===== src/rtl/gcd_iter.sv =====
`default_nettype none
// ============================================================================
// Module   : gcd_iter
// Brief    : Iterative GCD engine (subtractive Euclid or binary Stein) with
//            start/idle/done handshake and a saturating iteration counter.
// Revision : 1.0
// ============================================================================
module gcd_iter #(
    parameter int WIDTH  = 32,
    parameter int ALGO   = 0,
    parameter int ITER_W = 16
) (
    input  logic              sys_clk,
    input  logic              sys_rst_n,
    input  logic              start,
    input  logic [WIDTH-1:0]  a,
    input  logic [WIDTH-1:0]  b,
    output logic [WIDTH-1:0]  return_val,
    output logic              idle,
    output logic              done,
    output logic [ITER_W-1:0] iter_cnt
);

    localparam int K_W = $clog2(WIDTH) + 1;

    typedef enum logic [2:0] {
        S_IDLE = 3'b001,
        S_CAL  = 3'b010,
        S_DONE = 3'b100
    } state_t;

    state_t             r_state;
    state_t             w_state_next;
    logic [WIDTH-1:0]   r_x;
    logic [WIDTH-1:0]   r_y;
    logic [K_W-1:0]     r_k;
    logic [ITER_W-1:0]  r_cnt;
    logic [WIDTH-1:0]   r_ret;
    logic [ITER_W-1:0]  r_iter;

    logic [WIDTH-1:0]   w_x_next;
    logic [WIDTH-1:0]   w_y_next;
    logic [K_W-1:0]     w_k_next;
    logic [WIDTH-1:0]   w_sub_xy;
    logic [WIDTH-1:0]   w_sub_yx;
    logic               w_zero;
    logic               w_term;
    logic [WIDTH-1:0]   w_result;
    logic [ITER_W-1:0]  w_cnt_inc;

    assign idle       = (r_state == S_IDLE);
    assign done       = (r_state == S_DONE);
    assign return_val = r_ret;
    assign iter_cnt   = r_iter;

    // Subtractions are only consumed in the larger-minus-smaller direction.
    assign w_sub_xy  = r_x - r_y;
    assign w_sub_yx  = r_y - r_x;
    assign w_zero    = (r_x == '0) || (r_y == '0);
    assign w_term    = w_zero || (r_x == r_y);
    assign w_result  = w_zero ? (r_x | r_y) : (r_x << r_k);
    assign w_cnt_inc = (&r_cnt) ? r_cnt : (r_cnt + ITER_W'(1));

    generate
        if (ALGO == 0) begin : g_euclid
            always_comb begin
                w_x_next = r_x;
                w_y_next = r_y;
                w_k_next = r_k;
                if (r_x > r_y) begin
                    w_x_next = w_sub_xy;
                end else begin
                    w_y_next = w_sub_yx;
                end
            end
        end else begin : g_stein
            always_comb begin
                w_x_next = r_x;
                w_y_next = r_y;
                w_k_next = r_k;
                if (!r_x[0] && !r_y[0]) begin
                    w_x_next = r_x >> 1;
                    w_y_next = r_y >> 1;
                    w_k_next = r_k + K_W'(1);
                end else if (!r_x[0]) begin
                    w_x_next = r_x >> 1;
                end else if (!r_y[0]) begin
                    w_y_next = r_y >> 1;
                end else if (r_x > r_y) begin
                    w_x_next = w_sub_xy >> 1;
                end else begin
                    w_y_next = w_sub_yx >> 1;
                end
            end
        end
    endgenerate

    always_ff @(posedge sys_clk or negedge sys_rst_n) begin
        if (!sys_rst_n) begin
            r_state <= S_IDLE;
        end else begin
            r_state <= w_state_next;
        end
    end

    always_comb begin
        w_state_next = r_state;
        unique case (r_state)
            S_IDLE:  if (start)  w_state_next = S_CAL;
            S_CAL:   if (w_term) w_state_next = S_DONE;
            S_DONE:  w_state_next = S_IDLE;
            default: w_state_next = S_IDLE;
        endcase
    end

    always_ff @(posedge sys_clk or negedge sys_rst_n) begin
        if (!sys_rst_n) begin
            r_x    <= '0;
            r_y    <= '0;
            r_k    <= '0;
            r_cnt  <= '0;
            r_ret  <= '0;
            r_iter <= '0;
        end else begin
            unique case (r_state)
                S_IDLE: begin
                    if (start) begin
                        r_x   <= a;
                        r_y   <= b;
                        r_k   <= '0;
                        r_cnt <= '0;
                    end
                end
                S_CAL: begin
                    r_cnt <= w_cnt_inc;
                    if (w_term) begin
                        r_ret  <= w_result;
                        r_iter <= w_cnt_inc;
                    end else begin
                        r_x <= w_x_next;
                        r_y <= w_y_next;
                        r_k <= w_k_next;
                    end
                end
                default: ;
            endcase
        end
    end

endmodule
`default_nettype wire


===== config.mk =====
export PLATFORM = sky130hd
export DESIGN_NAME = gcd_iter
export DESIGN_NICKNAME = d
export VERILOG_FILES = /design/src/rtl/gcd_iter.sv
export SDC_FILE = /design/constraint.sdc
export NUM_CORES = 1
export LEC_CHECK = 0
export ABC_CLOCK_PERIOD_IN_PS = 3700
export CAP_MARGIN = 5
export CORE_MARGIN = 10
export CORE_UTILIZATION = 55
export CTS_BUF_LIST = sky130_fd_sc_hd__clkbuf_8
export DETAILED_ROUTE_END_ITERATION = 10
export GPL_TIMING_DRIVEN = 1
export PLACE_DENSITY = 0.78
export SLEW_MARGIN = 40
export SYNTH_ARGS = -nofsm -noshare
export SYNTH_HDL_FRONTEND = slang
export SYNTH_SLANG_ARGS = --single-unit

===== constraint.sdc =====
create_clock -name sys_clk -period 3.7 [get_ports sys_clk]
set_input_delay 0.74 -clock sys_clk [delete_from_list [all_inputs] [get_ports sys_clk]]
set_output_delay 0.74 -clock sys_clk [all_outputs]
set_load 0.005 [all_outputs]

==> results of run 1 <==
[path summary, 6_finish.rpt]
path	from	to	slack, ns	cells after the start
worst max-delay path	r_x[0]	r_x[18]	0.09	13
worst min-delay path	sys_rst_n	return_val[12]	0.29	1
worst max register to register	r_x[0]	r_x[18]	0.09	13
worst min register to register	return_val[20]	return_val[20]	0.48	2
max in group asynchronous	sys_rst_n	r_x[20]	2.67	2
min in group sys_clk	return_val[20]	return_val[20]	0.48	2
[cell type report]
type,count,area share (%)
Inverter,106,3.22
Sequential cell,131,26.5
Multi-Input combinational cell,1000,51.5
Clock inverter,15,1.75
Timing Repair Buffer,167,12.8
Clock buffer,17,1.89
Tap cell,234,2.37
[state kept, by name, indices dropped and copies added, names as in the netlist]
signal	cells
iter_cnt	16
r_x	32
r_cnt	16
return_val	32
r_state	3
r_y	32
[through the flow]
stage | cells | instance area, µm²
after CTS | 1670 | 12400
after global placement | 1638 | 11900
after global routing | 1670 | 12400
after floorplan | 1318 | 10400
final | 1670 | 12400
after detailed placement | 1638 | 11900
[cells by family after synthesis]
kind of cell    Yosys count
mux                      14
flops                   131
buf+inv                 187
xor+xnor                 62
compound gates          410
fa+ha+maj                98
simple gates            416
[synth_stat cells, types with 4 or more instances]
| cell type | instances |
|---|---|
| a211o_1 | 8 |
| a211oi_1 | 14 |
| a21boi_0 | 4 |
| a21o_1 | 9 |
| a21oi_1 | 99 |
| a31oi_1 | 11 |
| and2_1 | 4 |
| and3_1 | 8 |
| buf_1 | 5 |
| buf_2 | 16 |
| buf_4 | 4 |
| clkbuf_1 | 50 |
| dfrtp_1 | 130 |
| ha_1 | 96 |
| inv_1 | 104 |
| mux2i_1 | 13 |
| nand2_1 | 177 |
| nand2b_1 | 10 |
| nand3_1 | 19 |
| nand4_1 | 6 |
| nor2_1 | 113 |
| nor2b_1 | 13 |
| nor3_1 | 16 |
| nor3b_1 | 5 |
| nor4_1 | 27 |
| o211ai_1 | 9 |
| o21ai_0 | 161 |
| o21ai_1 | 8 |
| o21bai_1 | 14 |
| o221ai_1 | 8 |
| o31ai_1 | 22 |
| o31ai_2 | 4 |
| or3_1 | 4 |
| xnor2_1 | 56 |
| xor2_1 | 6 |
[layer usage]
metal  track usage, %  part of all wire [%]
met4             9.80                   2.8
met3             4.23                   7.4
met1             39.6                    45
met2             43.2                    44
met5                0                     0
[report_power, final]
group / switching [µW] / leakage [µW] / internal (µW)
logic: 5730 / 0.00344 / 3500
registers: 521 / 0.00171 / 1810
clock network: 688 / 0.000225 / 756
[what timing repair did]
item	CTS	global route
setup endpoints to repair	0	6
gates resized for setup	0	1
hold endpoints to repair	0	0
[worst max-delay path: stages, from the launching register on]
cell and delay, ns:
dfrtp_1 0.40, inv_1 0.10, ha_1 0.24, fa_1 0.43, nor2_1 0.15, o221ai_1 0.18
a21oi_2 0.32, buf_4 0.19, a21oi_1 0.11, o21ai_0 0.52, a21oi_1 0.22, xnor2_1 0.16
a211o_1 0.30, o21ai_0 0.17
==> impl_metrics.env, run 1 <==
export IMPL_cp_arrival_ns=3.93
export IMPL_final_common_cell="nand2_1"
export IMPL_path_class="reg -> reg"
export IMPL_wl_per_cell_um=20.9
export IMPL_yosys_area_share_simple_pct=18.2
export IMPL_grt_pass1_vias=9653
export IMPL_synth_adder_area_share_pct=12.0
export IMPL_drv_slew=0
export IMPL_pin_count=117
export IMPL_synth_top_area_cell="dfrtp_1"
export IMPL_routed_via_density=6.02
export IMPL_crit_fanout=5
export IMPL_synth_seq_cells=131
export IMPL_regArea_um2=3280
export IMPL_drc=0
export IMPL_end_kind="flip-flop"
export IMPL_die_area_um2=24800
export IMPL_synth_xor_area_share_pct=5.24
export IMPL_multi_input_comb_area_um2=6370
export IMPL_path_clk_slew_ns=0.09
export IMPL_dp_hpwl_mm=27.1
export IMPL_hold_viol=0
export IMPL_drv_cap=0
export IMPL_cts_inserted_buffers=17
export IMPL_drtIter0Drc=1034
export IMPL_htreeDepth=4
export IMPL_die_x_um=157
export IMPL_antenna_cells=0
export IMPL_grt_usage_pct=28.2
export IMPL_synthCells=1318
export IMPL_rows=50
export IMPL_wl_mm=34.9
export IMPL_seq_area_frac_synth_pct=31.6
export IMPL_syn_nets=1483
export IMPL_setup_viol=0
export IMPL_hold_class="in -> async"
export IMPL_gp_congestion=1.06
export IMPL_grt_max_degree=93
export IMPL_required_ns=4.02
export IMPL_setup_ws_ns=0.0870
export IMPL_postCtsSetupBuffers=0
export IMPL_die_y_um=157
export IMPL_clockBufferDepth=2
export IMPL_cts_tree="yes"
export IMPL_synthMuxAreaShare_pct=1.36
export IMPL_clock_fmax_mhz=277
export IMPL_utilization_pct=66.4
export IMPL_drt_pass1_iterations=6
export IMPL_grt_pass1_wl_mm=54.8
export IMPL_tightest_slew_ns=0.766
export IMPL_critPathLaunchType="flip-flop"
export IMPL_syn_area_um2=10400
export IMPL_antenna_found_initial=1
export IMPL_areaGrowthSynthToFinish_pct=19.3
export IMPL_slew_headroom_pct=48.9
export IMPL_n_fill_cell=1628
export IMPL_synthTopCellsByArea="dfrtp_1 (31%), ha_1 (12%), o21ai_0 (7.8%)"
export IMPL_power_total_uw=13000
export IMPL_synth_top_family_by_area="compound AO/OA/AOI/OAI gates"
export IMPL_initial_core_util_pct=55.6
export IMPL_final_cell_mix="nand2_1 (176), o21ai_0 (161), dfrtp_1 (130), clkdlybuf4s50_1 (115), nor2_1 (113)"
export IMPL_synthFlopType="dfrtp_1"
export IMPL_portBuffers=116
export IMPL_preCtsSetupSlack_ns=0.242
export IMPL_root_buffer="clkbuf_8"
export IMPL_ys_warn_count=0
export IMPL_synth_edf_count=0
export IMPL_peakVddDrop_uv=496
export IMPL_async_flop_share_pct=100
export IMPL_power_density_nw_per_um2=1050
export IMPL_clkSinkCount=131
export IMPL_status="complete, no violations"
export IMPL_avgSynthCellArea_um2=7.87
export IMPL_synth_compound_area_share_pct=24.3
export IMPL_final_layout_size_suffix_gt1_share_pct=7.87
export IMPL_fin_skew_ns=0.0270
export IMPL_rsz0062_at_grt="false"
export IMPL_power_leakage_uw=0.00538
export IMPL_synthDistinctLibCells=73
export IMPL_fin_crit_sh_pct=97.6
export IMPL_period_minus_slack_ns=3.61
export IMPL_nets=1588
export IMPL_vias=10100
export IMPL_holdBufCountCts=0
export IMPL_clk_latency_ns=0.47
export IMPL_grt_overflow=0
export IMPL_core_area_um2=18600
export IMPL_synth_top_area_share_pct=31.4
export IMPL_antenna_left=0
export IMPL_fin_tns_setup_ns=0
export IMPL_hold_slack_ns=0.292
(Power assumes the default switching activity.)
==> inputs of run 2 (changes only) <==
- SETUP_SLACK_MARGIN: unset -> 0.15
- SLEW_MARGIN: 40 -> 0
==> run 2 against run 1 <==
Effect of this change: clock-buffer cell count stayed put; via count is 0.28% lower; clock skew is 0.0012 ns lower; utilization hardly changed; non-clock buffer count stayed put; sequential power hardly changed; critical path type unchanged; largest power group unchanged.
==> impl_metrics.env, run 2 (same netlist as run 1, synthesis figures left out) <==
export IMPL_status="complete, no violations"
export IMPL_grt_util_met1_pct=39.6
export IMPL_gp_congestion=1.06
export IMPL_cts_inserted_buffers=17
export IMPL_portBuffers=116
export IMPL_hold_viol=0
export IMPL_fin_tns_setup_ns=0
export IMPL_power_total_uw=13000
export IMPL_final_cell_mix="nand2_1 (176), o21ai_0 (159), dfrtp_1 (130), clkdlybuf4s50_1 (115), nor2_1 (113)"
export IMPL_core_area_um2=18600
export IMPL_n_fill_cell=1630
export IMPL_clkSinkCount=131
export IMPL_preCtsSetupSlack_ns=0.242
export IMPL_setup_viol=0
export IMPL_grt_pass1_vias=9653
export IMPL_grt_util_met3_pct=4.23
export IMPL_postCtsSetupBuffers=0
export IMPL_clockBufferDepth=2
export IMPL_cp_arrival_ns=3.78
export IMPL_dp_hpwl_mm=27.1
export IMPL_wl_per_cell_um=20.9
export IMPL_die_y_um=157
export IMPL_initial_core_util_pct=55.6
export IMPL_utilization_pct=66.4
export IMPL_critPathLaunchType="flip-flop"
export IMPL_grt_max_degree=93
export IMPL_end_kind="flip-flop"
export IMPL_antenna_cells=0
export IMPL_vias=10000
export IMPL_path_clk_slew_ns=0.09
export IMPL_rsz0062_at_grt="true"
export IMPL_final_common_cell="nand2_1"
export IMPL_nets=1588
export IMPL_drtIter0Drc=1037
export IMPL_htreeDepth=4
export IMPL_antenna_left=0
export IMPL_wl_mm=34.8
export IMPL_grt_pass1_wl_mm=54.8
export IMPL_drt_pass1_iterations=5
export IMPL_crit_fanout=7
export IMPL_period_minus_slack_ns=3.41
export IMPL_setup_ws_ns=0.287
export IMPL_clk_latency_ns=0.46
export IMPL_grtUsageMet2_pct=43.2
export IMPL_antenna_found_initial=1
export IMPL_drv_cap=0
export IMPL_drc=0
export IMPL_routed_via_density=6.01
export IMPL_die_area_um2=24800
export IMPL_areaGrowthSynthToFinish_pct=19.4
export IMPL_fin_skew_ns=0.0258
export IMPL_power_density_nw_per_um2=1050
export IMPL_hold_slack_ns=0.300
export IMPL_drv_slew=0
export IMPL_slew_headroom_pct=48.1
export IMPL_power_leakage_uw=0.00538
export IMPL_root_buffer="clkbuf_8"
export IMPL_peakVddDrop_uv=497
export IMPL_gr_max_usage_layer="met2"
export IMPL_rows=50
export IMPL_fin_crit_sh_pct=92.2
export IMPL_pin_count=117
export IMPL_grt_overflow=0
export IMPL_cts_tree="yes"
export IMPL_final_layout_size_suffix_gt1_share_pct=8.01
export IMPL_tightest_slew_ns=0.778
export IMPL_path_class="reg -> reg"
export IMPL_required_ns=4.07
export IMPL_die_x_um=157
export IMPL_holdBufCountCts=0
export IMPL_hold_class="in -> async"
export IMPL_clock_fmax_mhz=293
export IMPL_grt_usage_pct=28.2
-- run 2: final timing paths --
path                                 from              to  slack [ns]  cells past startpoint
setup / recovery                   r_x[4]         r_y[29]        0.29                     12
setup reg to reg                   r_x[4]         r_y[29]        0.29                     12
min in group sys_clk       return_val[20]  return_val[20]        0.48                      2
hold / removal                  sys_rst_n  return_val[12]        0.30                      1
max in group asynchronous       sys_rst_n         r_x[20]        2.64                      2
hold reg to reg            return_val[20]  return_val[20]        0.48                      2
-- run 2: worst max-delay path: stages, from the launching register on --
cell       delay [ns]
dfrtp_1          0.47
inv_1            0.11
ha_1             0.44
nor3_1           0.12
nor2b_1          0.17
nor3_1           0.32
nand3b_1         0.20
o2111ai_1        0.31
buf_4            0.26
a211oi_1         0.44
xnor2_1          0.19
nor2_1           0.08
o31ai_2          0.24
-- run 2: where the power goes --
part           switching, µW  internal [µW]  total [µW]  leakage [µW]
sequential               518           1810        2330       0.00171
combinational           5720           3500        9220       0.00344
clock                    688            757        1440      0.000225
-- run 2: repair_timing --
| action | in CTS | in global routing |
|---|---|---|
| gates resized for setup | 0 | 5 |
| setup endpoints to repair | 0 | 8 |
| endpoints found under the hold margin | 0 | 0 |
-- run 2: per-layer routing --
metal  vias to the layer above  routed length [µm]
met4                         0                 962
met1                      4728               15600
met5                         -                   0
met2                       488               15500
li1                       4753                   -
met3                        63                2770
-- run 2: metrics by stage --
stage	std cells	instance area [µm²]
2_1_floorplan	1318	10400
3_3_place_gp	1638	11900
3_5_place_dp	1638	11900
4_1_cts	1670	12400
5_1_grt	1670	12400
6_report	1670	12400
-- run 2: final cells by class --
cell class	instances	area [µm²]	share of cell area [%]
Inverter	106	398	3.21
Timing Repair Buffer	167	1580	12.8
Tap cell	234	293	2.36
Sequential cell	131	3280	26.5
Clock buffer	17	234	1.89
Clock inverter	15	216	1.75
Multi-Input combinational cell	1000	6380	51.5
